File: src/rtl/ice40_serdes_pkg.sv
// Shared definitions for the iCE40 SERDES word aligner: FSM encodings and the
// lowest-offset priority pick used while hunting for the frame marker.
package ice40_serdes_pkg;

  localparam logic [1:0] ST_HUNT   = 2'd0;
  localparam logic [1:0] ST_VERIFY = 2'd1;
  localparam logic [1:0] ST_LOCKED = 2'd2;

  function automatic logic [2:0] lowest_hit(input logic [7:0] hits);
    logic [2:0] idx;
    idx = 3'd0;
    for (int k = 7; k >= 0; k--) begin
      if (hits[k]) idx = 3'(k);
    end
    return idx;
  endfunction

endpackage

File: src/rtl/ice40_serdes_align_shift.sv
// Picks one 8-bit candidate word out of the 16-bit two-word window.
// Window bit 0 is the oldest bit, so offset k selects window[k+7:k].
module ice40_serdes_align_shift (
  input  logic [15:0] window,
  input  logic [2:0]  offset,
  output logic [7:0]  word
);

  assign word = window[offset +: 8];

endmodule

File: src/rtl/ice40_serdes_align.sv
// Frame-marker word aligner: hunts for SYNC_PATTERN at any bit offset, verifies
// it over LOCK_CNT frames, then emits aligned words. Define
// ICE40_SERDES_ALIGN_STATS_EN to add the saturating err_cnt output.
module ice40_serdes_align
  import ice40_serdes_pkg::*;
#(
  parameter logic [7:0] SYNC_PATTERN = 8'hBC,
  parameter int         FRAME_LEN    = 16,
  parameter int         LOCK_CNT     = 3,
  parameter int         UNLOCK_CNT   = 4
) (
  input  logic        clk_1x,
  input  logic        rst_n,
  input  logic [7:0]  in_data,
  input  logic        in_valid,
  output logic [7:0]  out_data,
  output logic        out_valid,
  output logic        out_sync,
  output logic        locked,
  output logic [2:0]  bit_offset,
  output logic [1:0]  fsm_state
`ifdef ICE40_SERDES_ALIGN_STATS_EN
  ,
  output logic [15:0] err_cnt
`endif
);

  logic [1:0]  state;
  logic [7:0]  prev;
  logic [7:0]  pos;
  logic [3:0]  good_cnt;
  logic [3:0]  miss_cnt;
  logic [15:0] window;
  logic [7:0]  cand [8];
  logic [7:0]  hits;
  logic [7:0]  aligned;
  logic [7:0]  pos_next;
  logic        at_marker;
  logic        marker_ok;
  logic        locked_miss;

  assign window = {in_data, prev};

  for (genvar k = 0; k < 8; k++) begin : g_cand
    ice40_serdes_align_shift u_cand (
      .window (window),
      .offset (3'(k)),
      .word   (cand[k])
    );
    assign hits[k] = (cand[k] == SYNC_PATTERN);
  end

  ice40_serdes_align_shift u_out (
    .window (window),
    .offset (bit_offset),
    .word   (aligned)
  );

  assign pos_next    = (pos == 8'(FRAME_LEN - 1)) ? 8'd0 : pos + 8'd1;
  assign at_marker   = (pos == 8'd0);
  assign marker_ok   = (aligned == SYNC_PATTERN);
  assign locked_miss = in_valid && (state == ST_LOCKED) && at_marker && !marker_ok;
  assign locked      = (state == ST_LOCKED);
  assign fsm_state   = state;

  // pos is the frame position of the word currently on the input.
  always_ff @(posedge clk_1x or negedge rst_n) begin
    if (!rst_n) begin
      state      <= ST_HUNT;
      prev       <= 8'd0;
      pos        <= 8'd0;
      good_cnt   <= 4'd0;
      miss_cnt   <= 4'd0;
      bit_offset <= 3'd0;
      out_data   <= 8'd0;
      out_valid  <= 1'b0;
      out_sync   <= 1'b0;
    end else begin
      out_valid <= in_valid && (state == ST_LOCKED);
      out_sync  <= in_valid && (state == ST_LOCKED) && at_marker;
      if (in_valid) begin
        prev     <= in_data;
        out_data <= aligned;
        pos      <= pos_next;
        case (state)
          ST_HUNT: begin
            if (|hits) begin
              // The matched word is position 0, so the next word is position 1.
              bit_offset <= lowest_hit(hits);
              pos        <= 8'd1;
              good_cnt   <= 4'd1;
              miss_cnt   <= 4'd0;
              state      <= (LOCK_CNT == 1) ? ST_LOCKED : ST_VERIFY;
            end
          end
          ST_VERIFY: begin
            if (at_marker) begin
              if (marker_ok) begin
                good_cnt <= good_cnt + 4'd1;
                if (good_cnt == 4'(LOCK_CNT - 1)) begin
                  state    <= ST_LOCKED;
                  miss_cnt <= 4'd0;
                end
              end else begin
                state <= ST_HUNT;
              end
            end
          end
          ST_LOCKED: begin
            if (at_marker) begin
              if (marker_ok) begin
                miss_cnt <= 4'd0;
              end else begin
                miss_cnt <= miss_cnt + 4'd1;
                if (miss_cnt == 4'(UNLOCK_CNT - 1)) state <= ST_HUNT;
              end
            end
          end
          default: state <= ST_HUNT;
        endcase
      end
    end
  end

`ifdef ICE40_SERDES_ALIGN_STATS_EN
  always_ff @(posedge clk_1x or negedge rst_n) begin
    if (!rst_n) begin
      err_cnt <= 16'd0;
    end else if (locked_miss && (err_cnt != 16'hFFFF)) begin
      err_cnt <= err_cnt + 16'd1;
    end
  end
`else
  logic unused_stats;
  assign unused_stats = locked_miss;
`endif

endmodule

File: config.mk
export PLATFORM = sky130hd
export DESIGN_NAME = ice40_serdes_align
export DESIGN_NICKNAME = d
export VERILOG_FILES = /design/src/rtl/ice40_serdes_pkg.sv /design/src/rtl/ice40_serdes_align_shift.sv /design/src/rtl/ice40_serdes_align.sv
export SDC_FILE = /design/constraint.sdc
export NUM_CORES = 1
export LEC_CHECK = 0
export ABC_AREA = 1
export CAP_MARGIN = 20
export CORE_UTILIZATION = 57
export CTS_CLUSTER_SIZE = 20
export DETAILED_ROUTE_END_ITERATION = 12
export PLACE_DENSITY = 0.8
export SLEW_MARGIN = 20
export SYNTH_ARGS = -nofsm -noshare
export SYNTH_HDL_FRONTEND = slang
export SYNTH_SLANG_ARGS = --single-unit
File: constraint.sdc
create_clock -name clk_1x -period 2.3 [get_ports clk_1x]
set_input_delay 0.46 -clock clk_1x [delete_from_list [all_inputs] [get_ports clk_1x]]
set_output_delay 0.46 -clock clk_1x [all_outputs]
set_load 0.005 [all_outputs]
==> qor.yml <==
outcome: "complete, no violations"
hold_ws_ns: 0.166
clock_path_buffers: 2
drive_above_1_share: 0.128
postCtsSetupBuffers: 0
start_kind: "input port"
area_growth_pct: 18.1
p_per_area_nw_per_um2: 953
syn-num-nets: 372
holdBufCountCts: 0
dpl.hpwl_um: 4140
swShare: 0.396
stdcell_area_um2: 3010
relSlewSlack: 0.617
cap_violations: 0
final_cell_count_no_fill: 441
first_pass_iters: 4
clock_latency_ns: 0.29
cts-root-buf: "clkbuf_8"
power_frac_seq: 0.342
overflow: 0
cp_max_fo: 8
numCtsBuffers: 5
ys_async_sr_fraction: 1.00
synth.distinct_cells: 31
vias: 2370
gp_congestion: 0.912
ys_top_cells_by_count: "114 x nand2_1, 40 x nand3_1, 39 x dfrtp_1, 27 x inv_1, 27 x nor2_1"
power_frac_comb: 0.455
wl_um: 5390
endpoint_kind: "flip-flop"
finalSetupViolCount: 0
slew_violations: 0
dieHeight_um: 68.9
period_share: 0.888
grt_pass1_wl_um: 9200
synthTopCellsByArea: "dfrtp_1 38%, nand2_1 17%, nand3_1 7.9%"
ys_warn_count: 0
wl_per_cell_um: 12.2
postSynthCellCount: 356
timing.fmax_ghz: 0.490
antenna_cells: 0
timing.rr.end: "good_cnt[0]"
antenna_found_initial: 0
final_nets: 406
fin_util: 0.726
critical_path_arrival_ns: 2.22
drt_iter0_drc: 124
drc: 0
avgSynthCellArea_um2: 7.16
grt_pass1_vias: 2138
hold_viol_final: 0
yosysTopAreaCellShare: 0.383
num_rows: 23
synth_seq_cells: 39
tns_ns: 0
via_per_inst: 5.37
dp_cells: 433
cts_sinks: 39
rsz0062_at_grt: "no"
r2r-start: "bit_offset[0]"
die-area_um2: 4740
fp.dieW_um: 68.9
path_clk_slew_ns: 0.07
core_area_um2: 4140
reg2reg_depth: 12
synth-seq-area-share: 0.383
start_util: 0.615
postRouteAntennaNets: 0
power_frac_clock: 0.203
yosys.area.top_type: "dfrtp_1"
fin_crit_ns: 2.04
dominantRegCellSynth: "dfrtp_1"
power.static_leakage_nw: 1.48
port_buffers: 26
ir_worst_vdd_v: 0.000597
track_usage: 0.260
p_int_mw: 1.73
ios: 27
cts_resized: 0
required_ns: 2.48
cts_tree: "yes"
path_class: "input port to flip-flop"
cts.htree.levels: 2
post_dp_cell_area_um2: 2890
power_switching_mw: 1.14
grt_max_degree: 27
fin_skew_ns: 0.00455
synth_edf_count: 0
syn_area_um2: 2550
synth.most_common_cell: "nand2_1"
worst-slew-pin-transition_ns: 0.574
r2r_slack_ns: 0.32
hp-class: "input port to asynchronous set/reset pin"
routing by layer:
layer	share of wire	track usage	up-vias
li1	-	-	1229
met1	0.48	0.354	1078
met2	0.46	0.420	55
met3	0.043	0.0477	8
met4	0.010	0.0714	0
met5	0	0	-
layout make-up:
type                            instances  area [µm²]
Multi-Input combinational cell        275        1390
Fill cell                             354        1130
Sequential cell                        39         976
Timing Repair Buffer                   38         345
Inverter                               31         116
Clock buffer                            6        82.6
Tap cell                               50        62.6
Clock inverter                          2        35.0
registers in the layout (all words and copies together) (netlist names):
signal	count
good_cnt	4
out_data	8
miss_cnt	4
out_sync	1
prev	8
bit_offset	3
out_valid	1
fsm_state	2
pos	8
stage by stage:
step / setup slack, ns / total power [mW]
6_report: 0.258 / 2.87
5_1_grt: 0.129 / 3.10
4_1_cts: 0.287 / 2.88
3_5_place_dp: -0.0113 / 2.28
3_3_place_gp: 0.00178 / 2.26
2_1_floorplan: 0.592 / 1.92
layout by cell type (no fill, tap or decap), drive strengths merged:
cell,instances
dfrtp,39
buf,13
clkbuf,6
bufinv,1
a21oi,1
nor2,30
clkdlybuf4s50,25
or2,1
xor2,6
clkinv,1
o211ai,1
o22ai,5
nor3,17
nand3,44
xnor2,1
a21o,1
a31oi,4
inv,31
nand4,5
o21ai,24
nand2,130
ha,5
critical path: stages:
cell and delay (ns):
clkdlybuf4s50_1 0.61, nand2_1 0.11, nand3_1 0.09, nand3_1 0.07
o21ai_1 0.15, nand2_1 0.17, nor2_8 0.13, nand2_4 0.07
nand2_4 0.09, nand3_4 0.12, nand2_1 0.10, o21ai_2 0.05
power by group through the flow:
stage                     sequential [mW]  combinational, mW  clock (mW)
after floorplan                     0.983              0.934           0
after CTS                           0.979               1.30       0.595
after detailed placement            0.993               1.29           0
after global placement              0.986               1.28           0
final                               0.979               1.31       0.582
after global routing                 1.00               1.48       0.618
worst max-delay path by stage:
stage                       start          end  slack [ns]  cells after the start
floorplan           bit_offset[0]  good_cnt[0]        0.59                     13
global placement       in_data[0]  good_cnt[0]       0.002                     12
detailed placement     in_data[0]  good_cnt[0]       -0.01                     12
CTS                    in_data[0]  good_cnt[0]        0.29                     12
global route           in_data[2]  miss_cnt[0]        0.13                     13
finish                 in_data[0]  good_cnt[0]        0.26                     12
cell families after synthesis:
group | count (synthesis) | synth area share
AND/OR/NAND/NOR | 227 | 0.419
adder cells (fa/ha/maj) | 5 | 0.0245
flip-flops | 39 | 0.383
AO/OA/AOI/OAI | 36 | 0.0785
buffers and inverters | 42 | 0.0712
XOR/XNOR | 7 | 0.0241
Note: power is estimated with default switching activity, not from simulation.
